### config.mk
export PLATFORM = sky130hd
export DESIGN_NAME = datapath_sequencer
export DESIGN_NICKNAME = d
export VERILOG_FILES = /design/src/rtl/datapath_sequencer.sv
export SDC_FILE = /design/constraint.sdc
export NUM_CORES = 1
export LEC_CHECK = 0
export CAP_MARGIN = 40
export CORE_ASPECT_RATIO = 0.75
export CORE_MARGIN = 3
export CORE_UTILIZATION = 34
export DETAILED_ROUTE_END_ITERATION = 12
export GPL_TIMING_DRIVEN = 0
export PLACE_DENSITY = 0.88
export SYNTH_ARGS = -nofsm -noshare
export SYNTH_HDL_FRONTEND = slang
export SYNTH_SLANG_ARGS = --single-unit
### constraint.sdc
create_clock -name clk -period 3.3 [get_ports clk]
set_clock_uncertainty 0.2 [all_clocks]
set_input_delay 0.495 -clock clk [delete_from_list [all_inputs] [get_ports clk]]
set_output_delay 0.495 -clock clk [all_outputs]
set_load 0.02 [all_outputs]
### src/rtl/datapath_sequencer.sv
// Multi-cycle sequencer that latches instructions and drives the 64-bit datapath control word.
// Optional SEQ_PERF_EN adds instr_count/cycle_count performance counters.
module datapath_sequencer (
  input  logic        clk,
  input  logic        rst,
  input  logic [31:0] instr,
  input  logic        instr_valid,
  output logic        instr_ready,
  input  logic [4:0]  status,
  output logic [63:0] k,
  output logic [4:0]  reg_addr,
  output logic [4:0]  a_addr,
  output logic [4:0]  b_addr,
  output logic [4:0]  fs,
  output logic        reg_w,
  output logic        b_sel,
  output logic        b_en,
  output logic        alu_en,
  output logic        mem_en,
  output logic        chip_sel,
  output logic        mem_w,
  output logic        mem_r,
  output logic        stat_en,
  output logic        c0,
  output logic [1:0]  ps,
  output logic        pc_sel,
  output logic        done,
  output logic        illegal
`ifdef SEQ_PERF_EN
  ,
  output logic [31:0] instr_count,
  output logic [31:0] cycle_count
`endif
);

  localparam int unsigned IW = 32;
  localparam int unsigned DW = 64;
  localparam int unsigned IMMW = 8;

  localparam logic [4:0] FS_ADD  = 5'b01000;
  localparam logic [1:0] PS_HOLD = 2'b00;
  localparam logic [1:0] PS_INC  = 2'b01;
  localparam logic [1:0] PS_LOAD = 2'b10;
  localparam logic [1:0] PS_OFFS = 2'b11;

  localparam logic [3:0] OP_NOP   = 4'd0;
  localparam logic [3:0] OP_ALUR  = 4'd1;
  localparam logic [3:0] OP_ALUI  = 4'd2;
  localparam logic [3:0] OP_ALURS = 4'd3;
  localparam logic [3:0] OP_ALUIS = 4'd4;
  localparam logic [3:0] OP_LDR   = 4'd5;
  localparam logic [3:0] OP_STR   = 4'd6;
  localparam logic [3:0] OP_B     = 4'd7;
  localparam logic [3:0] OP_BCOND = 4'd8;

  typedef enum logic [2:0] {
    S_IDLE  = 3'd0,
    S_EXEC  = 3'd1,
    S_MADDR = 3'd2,
    S_MRD   = 3'd3,
    S_MWB   = 3'd4,
    S_MWR   = 3'd5
  } state_e;

  state_e          state_q, state_d;
  logic [IW-1:0]   ir_q, ir_d;
  logic            live_q;
  logic            accept_c;
  logic            taken_c;
  logic            status_unused;

  logic [3:0]      op;
  logic [4:0]      f_fld, rd_fld, rn_fld, rm_fld;
  logic [IMMW-1:0] imm;
  logic            flag_v, flag_c, flag_n, flag_z;

  assign op     = ir_q[31:28];
  assign f_fld  = ir_q[27:23];
  assign rd_fld = ir_q[22:18];
  assign rn_fld = ir_q[17:13];
  assign rm_fld = ir_q[12:8];
  assign imm    = ir_q[7:0];

  assign flag_v = status[4];
  assign flag_c = status[3];
  assign flag_n = status[2];
  assign flag_z = status[1];
  assign status_unused = status[0];

  assign accept_c = instr_valid & instr_ready;
  assign ir_d     = accept_c ? instr : ir_q;

  // live_q holds instr_ready low until the first edge after reset release
  always_ff @(posedge clk or negedge rst) begin
    if (!rst) begin
      state_q <= S_IDLE;
      ir_q    <= '0;
      live_q  <= 1'b0;
    end else begin
      state_q <= state_d;
      ir_q    <= ir_d;
      live_q  <= 1'b1;
    end
  end

  always_comb begin
    state_d = state_q;
    case (state_q)
      S_IDLE: begin
        if (accept_c) begin
          if ((instr[31:28] == OP_LDR) || (instr[31:28] == OP_STR)) state_d = S_MADDR;
          else                                                      state_d = S_EXEC;
        end
      end
      S_EXEC:  state_d = S_IDLE;
      S_MADDR: state_d = (op == OP_LDR) ? S_MRD : S_MWR;
      S_MRD:   state_d = S_MWB;
      S_MWB:   state_d = S_IDLE;
      S_MWR:   state_d = S_IDLE;
      default: state_d = S_IDLE;
    endcase
  end

  // Branch condition from cc = rd[2:0]; odd codes are the negated sense
  always_comb begin
    taken_c = 1'b0;
    case (rd_fld[2:0])
      3'd0: taken_c =  flag_z;
      3'd1: taken_c = ~flag_z;
      3'd2: taken_c =  flag_c;
      3'd3: taken_c = ~flag_c;
      3'd4: taken_c =  flag_n;
      3'd5: taken_c = ~flag_n;
      3'd6: taken_c =  flag_v;
      3'd7: taken_c = ~flag_v;
      default: taken_c = 1'b0;
    endcase
  end

  always_comb begin
    instr_ready = 1'b0;
    k           = '0;
    reg_addr    = '0;
    a_addr      = '0;
    b_addr      = '0;
    fs          = '0;
    reg_w       = 1'b0;
    b_sel       = 1'b0;
    b_en        = 1'b0;
    alu_en      = 1'b0;
    mem_en      = 1'b0;
    chip_sel    = 1'b0;
    mem_w       = 1'b0;
    mem_r       = 1'b0;
    stat_en     = 1'b0;
    c0          = 1'b0;
    ps          = PS_HOLD;
    pc_sel      = 1'b0;
    done        = 1'b0;
    illegal     = 1'b0;

    if (state_q != S_IDLE) begin
      reg_addr = rd_fld;
      a_addr   = rn_fld;
      b_addr   = rm_fld;
    end

    case (state_q)
      S_IDLE: instr_ready = live_q;
      S_EXEC: begin
        done = 1'b1;
        ps   = PS_INC;
        case (op)
          OP_NOP: ;
          OP_ALUR, OP_ALURS, OP_ALUI, OP_ALUIS: begin
            fs      = f_fld;
            alu_en  = 1'b1;
            reg_w   = 1'b1;
            stat_en = (op == OP_ALURS) || (op == OP_ALUIS);
            if ((op == OP_ALUI) || (op == OP_ALUIS)) begin
              b_sel = 1'b1;
              k     = DW'(imm);
            end
          end
          OP_B, OP_BCOND: begin
            if ((op == OP_B) || taken_c) begin
              pc_sel = 1'b1;
              k      = {{(DW-IMMW){imm[IMMW-1]}}, imm};
              ps     = PS_OFFS;
            end
          end
          default: illegal = 1'b1;
        endcase
      end
      // Address generation: rn + zero-extended imm through the ALU
      S_MADDR: begin
        fs     = FS_ADD;
        b_sel  = 1'b1;
        k      = DW'(imm);
        mem_en = 1'b1;
      end
      S_MRD: begin
        mem_r  = 1'b1;
        mem_en = 1'b1;
      end
      S_MWB: begin
        chip_sel = 1'b1;
        mem_r    = 1'b1;
        reg_w    = 1'b1;
        ps       = PS_INC;
        done     = 1'b1;
      end
      S_MWR: begin
        b_en   = 1'b1;
        mem_w  = 1'b1;
        mem_en = 1'b1;
        ps     = PS_INC;
        done   = 1'b1;
      end
      default: ;
    endcase
  end

`ifdef SEQ_PERF_EN
  logic [31:0] instr_count_q, cycle_count_q;

  always_ff @(posedge clk or negedge rst) begin
    if (!rst) begin
      instr_count_q <= '0;
      cycle_count_q <= '0;
    end else begin
      instr_count_q <= instr_count_q + 32'(done);
      cycle_count_q <= cycle_count_q + 32'd1;
    end
  end

  assign instr_count = instr_count_q;
  assign cycle_count = cycle_count_q;
`endif

endmodule

==> run summary, run 1 <==
Tcrit/Tclk final - 0.982
First-pass GRT wire length - 11.0 mm
Vias - 2147
Crit-path leading delay family - buffers and inverters
Ports - 140
Buffers on Ports - 137
Post-Place Setup Slack - -1020 ps
Core area - 6510 um2
Status - finished, final reports clean
Worst setup endpoint - k[44]
Register-to-Register Path Depth - 5
Clock-pin slew on the worst setup and hold paths - 70 ps
Leakage power - 1.96 nW
Synth top area share - 0.383
Met2 wire len - 3.62 mm
Critical Path Source - status[4]
Flop2flop setup slack - 1330 ps
Met1 WL - 2.70 mm
Initial Util - 0.361
Min-Delay Path Class - in -> async
Yosys reg bits - 36
Fin. Hold Viols - 0
# diodes - 0
Synth Instances - 219
Die Y - 78.0 um
Num CTS Buffers - 5
Slew @ Worst Pin - 831 ps
Post-route insts no fill - 463
Largest cells by area after synthesis - dfrtp_1 38%, buf_4 19%, mux2_2 15%
Initial drt markers - 39
Worst path slowest cell - mux4_2
CP Max Fanout - 7
Yosys warnings - 0
Max Clk Rate - 308 MHz
CTS H-tree lvls - 2
Area leader, netlist - dfrtp_1
Die X - 102 um
WP depth - 7
Root Driver - clkbuf_8
Initial antenna violation count - 0
Crit path launch type - primary input
Antenna viol nets, final - 0
Setup violators final - 0
RSZ-0062 raised after global routing - true
CP Buf/Inv Count - 3
WP data required - 2600 ps
Gpl congestion - 0.817
Max Cap Viol - 0
Clk Latency, worst-skew pair - 290 ps
Final wirelength - 7.19 mm
Mapped Avg Cell Area - 10.7 um2
CTS tree - done
Design Area, Final - 4000 um2
Dpl cell area - 3820 um2
PD cells - 389 nW/um2
Hold buffer count at CTS - 0
Highest Signal Layer - met4
DR DRC count - 0
Synth Cell Area - 2350 um2
DR pass1 iterations - 4
R2r endpoint - ir_q[12]$_DFFE_PN0P_
DIE AREA - 7960 um2
Post-synth net total - 259
Setup ws final - 57.9 ps
WL/cell - 15.5 um
Tot GR Track Use - 0.175
Detail Placement HPWL - 4.77 mm
Setup crit end kind - primary output
Met3 WL post-DR - 769 um
Filler Cell Count - 567
Slew HR - 0.446
Slew Viols, Final - 0
Largest net degree at the start of global routing - 37
Vias in the first global route - 2219
Number of clock sinks - 36
Post-synth cell types - 36
Min Tclk post-route - 3240 ps
Post-DR vias/cell - 4.64
Kind of critical path - in -> out
Clk buf depth - 2
VDD IR max - 0.271 mV
R2r startpoint - state_q[1]$_DFFE_PN0P_
DP Cell Count - 437
Arrival time at the worst endpoint - 2550 ps
Register area share after synthesis - 0.383
Total grt overflow - 0
Cell Chain, Critical Path - clkdlybuf4s50_1 -> mux4_2 -> xor2_4 -> o2bb2ai_4 -> and3_4 -> buf_4 -> dlygate4sd2_1
# nets final - 421
Syn-to-layout area delta - 70.2%
CP peak stage delay - 530 ps
Fraction of layout instances using a drive strength above 1 - 0.471
Cell Rows - 25
flip-flops by register name, indices dropped and copies added, names as in the netlist:
name and cells:
ir_q 32, state_q 3, live_q 1
cell usage in the layout (no fill, tap or decap), drive strengths merged, types with 8 or more instances in the layout:
cell type	synthesis	final
and2	8	8
and3	1	8
dfrtp	36	36
nor3b	11	11
nor2b	15	15
buf	66	118
dlygate4sd2	0	17
clkdlybuf4s50	0	70
clkdlybuf4s15	0	8
mux2	32	32
final cells by class:
| cell class | instances | area (um2) | share of cell area |
|---|---|---|---|
| clock buffer | 6 | 72.6 | 0.0181 |
| inverter | 2 | 7.51 | 0.00188 |
| clock inverter | 2 | 35.0 | 0.00876 |
| sequential | 36 | 901 | 0.225 |
| buffer | 67 | 484 | 0.121 |
| tap | 81 | 101 | 0.0253 |
| multi-input combinational | 121 | 1100 | 0.276 |
| timing repair buffer | 148 | 1300 | 0.324 |
cells by family (layout without fill, tap and decap cells):
family	count (synthesis)	count (layout)	synth area share
buffers and inverters	69	225	0.209
AND/OR/NAND/NOR	63	70	0.176
flip-flops	36	36	0.383
multiplexers	33	33	0.163
AO/OA/AOI/OAI	12	12	0.0501
XOR/XNOR	4	4	0.0149
other	2	2	0.00320
per-layer routing:
| metal | vias up | GRT usage |
|---|---|---|
| met2 | 109 | 0.311 |
| met3 | 9 | 0.0593 |
| met1 | 1021 | 0.198 |
| met5 | - | 0 |
| li1 | 1008 | - |
| met4 | 0 | 0.0459 |
per-stage QoR:
stage	total power, mW	TNS, ps	hold slack (ps)	util
6_report	1.56	0	101	0.615
5_1_grt	1.64	-9.31	157	0.615
4_1_cts	1.57	0	133	0.628
3_5_place_dp	1.12	-56730	285	0.587
3_3_place_gp	1.10	-51340	279	0.588
2_1_floorplan	0.911	0	-0.591	-
where the power goes:
group,leakage [nW],switching (mW),internal [mW]
sequential,0.428,0.0501,0.525
combinational,1.48,0.281,0.320
clock,0.0552,0.157,0.224
total,1.96,0.488,1.07
what timing repair did:
item | CTS | global route
endpoints found under the setup margin | 66 | 64
cloned | 7 | 0
setup buffers | 11 | 0
pin swaps | 4 | 1
gates resized for setup | 172 | 57
cell usage after synthesis (all sizes together):
| cell type | n |
|---|---|
| nor2 | 7 |
| a21o | 1 |
| mux2 | 32 |
| clkbuf | 1 |
| nand3 | 1 |
| nand2 | 3 |
| and2 | 8 |
| a211oi | 1 |
| or3 | 2 |
| nand3b | 1 |
| nand2b | 6 |
| a21oi | 2 |
| nor3 | 4 |
| a2111o | 1 |
| mux4 | 1 |
| o21bai | 1 |
| and2b | 1 |
| and3 | 1 |
| buf | 66 |
| nor2b | 15 |
| conb | 2 |
| inv | 2 |
| dfrtp | 36 |
| a31o | 3 |
| xnor2 | 1 |
| nor3b | 11 |
| o2bb2ai | 1 |
| a221oi | 1 |
| a31oi | 1 |
| or2 | 1 |
| nor4b | 2 |
| xor2 | 3 |
worst min path at each step:
stage                     cells past startpoint                    to  slack, ps
after CTS                                     1   ir_q[1]$_DFFE_PN0P_        130
after floorplan                               0   ir_q[0]$_DFFE_PN0P_       -0.6
after global routing                          1   ir_q[1]$_DFFE_PN0P_        160
after global placement                        1  ir_q[24]$_DFFE_PN0P_        280
final                                         1   ir_q[2]$_DFFE_PN0P_        100
after detailed placement                      1  ir_q[16]$_DFFE_PN0P_        280
No activity file was read; power rests on OpenSTA's default activity.
==> run 2: changes to the inputs <==
Settings changed: GPL_ROUTABILITY_DRIVEN set to 0.
==> results of run 2 <==
No change in the layout: final DEF, timing and power equal those of run 1.
==> edit (flow settings as in run 1) <==
The option `SEQ_PERF_EN` is turned on by a define.
--- a/src/rtl/datapath_sequencer.sv
+++ b/src/rtl/datapath_sequencer.sv
@@ -1,5 +1,7 @@
 // Multi-cycle sequencer that latches instructions and drives the 64-bit datapath control word.
 // Optional SEQ_PERF_EN adds instr_count/cycle_count performance counters.
+`define SEQ_PERF_EN
+
 module datapath_sequencer (
   input  logic        clk,
   input  logic        rst,
Function (old outputs only; new: cycle_count and instr_count): kept (Yosys induction, for registers that start in step).
==> edit against run 1 <==
  * Sequential share of layout area up 9.9 points
  * Routed wire length up 100%
  * Sequential cell count up 64
  * Design area up 93%
  * Combinational power up 28%
  * Worst hold slack better by 0.17 ns
  * Register-to-register slack worse by 0.93 ns
  * Clock power rose to 2.9 times the old value
  * Highest routed layer is now met5
  * Global-route usage down 0.57 points
  * Synthesized area up 120%
  * Power up 110%
  * Setup slack better by 0.014 ns
  * Non-clock buffer count up 71
  * Die area up 110%
==> edit: results <==
[setup_path]
worstPathArrival_ns = 2.53
reg2reg_slack_ns = 0.40
reg2reg_to = instr_count[30]
worst-path-max-fanout = 3
critPathTopFamily = buffers and inverters
regToRegStartpoint = state_q[2]
reg2regPathDepth = 9
critPathMaxStageDelay_ns = 0.53

[logic_synthesis]
synth_common_cells = dfrtp_1, buf_4, xnor2_1
synth_ff_type = dfrtp_1
yosysUniqueCellTypes = 47
synthTopCellsByArea = dfrtp_1, buf_4, xnor2_1
seq_area_frac_synth_pct = 48.3
syn_nets = 509
ys_warn_count = 0
synthArstFlopShare_pct = 100

[layout]
layout.nets = 738
fillers = 1288
final_layout_size_suffix_gt1_share_pct = 29.8

[worst_hold_path]
hold_path.class = flip-flop to flip-flop
whs_path_depth = 1
holdCritStartpoint = instr_count[31]

[cts]
h-tree-depth = 3
numCtsBuffers = 9
root_buffer = clkbuf_16
clkLatencyLatePin_ns = 0.34

[status]
outcome = completed

[sta]
worstMarginPinSlew_ns = 0.699
hold-worst-slack_ns = 0.275

[pwr]
ir_worst_vdd_v = 0.000300
p_leak_nw = 3.53

[global_route]
grt_pass1_wl_mm = 22.8
grt_util_all_layers_pct = 16.9
antenna_found_initial = 1
grt_max_degree = 58

[routing]
firstDrtPassIters = 4
final_antenna_net_count = 0
vias = 4208
wl_mm = 14.5
dr.first_iter.drc_count = 151

[place]
io_buffers = 201
placed_cell_area_um2 = 7470
dpl.hpwl_mm = 9.95
dp_slack_ns = -0.981
globalplace.congestion = 0.832
[edit: cell count changes after synthesis, moves of 5 or more]
cell and delta:
and2_1 +5, and3_1 +10, and4_1 +6, clkbuf_1 +6
dfrtp_1 +64, inv_1 +6, nand2_1 +16, nand3_1 +30
nand4_1 +20, nor2_1 +8, nor3_1 +5, xnor2_1 +51
xor2_1 +9
[edit: worst register-to-register path, delay by kind of cell (launching register included)]
kind	cells	cell delay (ns)
fa+ha+maj	2	0.65
xor+xnor	1	0.16
simple gates	4	1.15
buf+inv	2	0.30
flops	1	0.33
[edit: how the worst max path moves through the flow]
stage	slack, ns	to	startpoint
after global placement	-2.29	ir_q[10]	rst
after CTS	0.02	k[27]	status[4]
after floorplan	0.23	k[10]	status[4]
final	0.07	k[3]	status[4]
after global routing	0.003	k[6]	status[4]
after detailed placement	-0.98	k[17]	status[4]
[edit: where the power goes]
part | total, mW | switching, mW | internal (mW)
Sequential | 1.43 | 0.0933 | 1.34
Combinational | 0.767 | 0.379 | 0.388
Clock | 1.10 | 0.494 | 0.602
[edit: cell families (layout without fill, tap and decap cells)]
logic type,count (synthesis),in the layout,share of synthesized area (%)
and+or+nand+nor,169,176,19.8
DFF,100,100,48.3
buffers and inverters,83,308,10.7
xor gates and xnor gates,64,64,10.8
muxes,32,32,7.18
AOI/OAI and AO/OA,13,14,2.32
adders and majority gates,3,3,0.725
other,2,2,0.145
[edit: per-stage QoR]
step | instances | TNS [ns] | power, mW
2_1_floorplan | 466 | 0 | 1.83
3_5_place_dp | 868 | -56.19 | 2.16
3_3_place_gp | 867 | -282.71 | 2.13
4_1_cts | 898 | 0 | 3.35
5_1_grt | 899 | 0 | 3.45
6_report | 899 | 0 | 3.29
[edit: cell type report]
| cell class | instances | area (um2) | share of cell area [%] |
|---|---|---|---|
| Timing Repair Buffer | 210 | 1820 | 23.6 |
| Multi-Input combinational cell | 291 | 2280 | 29.5 |
| Sequential cell | 100 | 2500 | 32.4 |
| Clock buffer | 9 | 225 | 2.92 |
| Inverter | 7 | 26.3 | 0.340 |
| Clock inverter | 6 | 83.8 | 1.09 |
| Buffer | 76 | 533 | 6.90 |
| Tap cell | 200 | 250 | 3.24 |
[edit: repair_timing]
action                                 4_1_cts  5_1_grt
cloned                                       8        0
hold buffers                                 1        0
resized for setup                          180       57
pin swaps                                    5        2
endpoints found under the hold margin       43        0
buffers inserted                             6        1
setup endpoints to repair                   74       51
[edit: metal layers]
metal / up-vias / routed length, um / global-route usage (%)
met4: 2 / 94 / 2.95
li1: 2024 / - / -
met1: 2019 / 6140 / 21.0
met5: - / 13 / 0
met2: 153 / 7080 / 29.7
met3: 10 / 1130 / 5.04
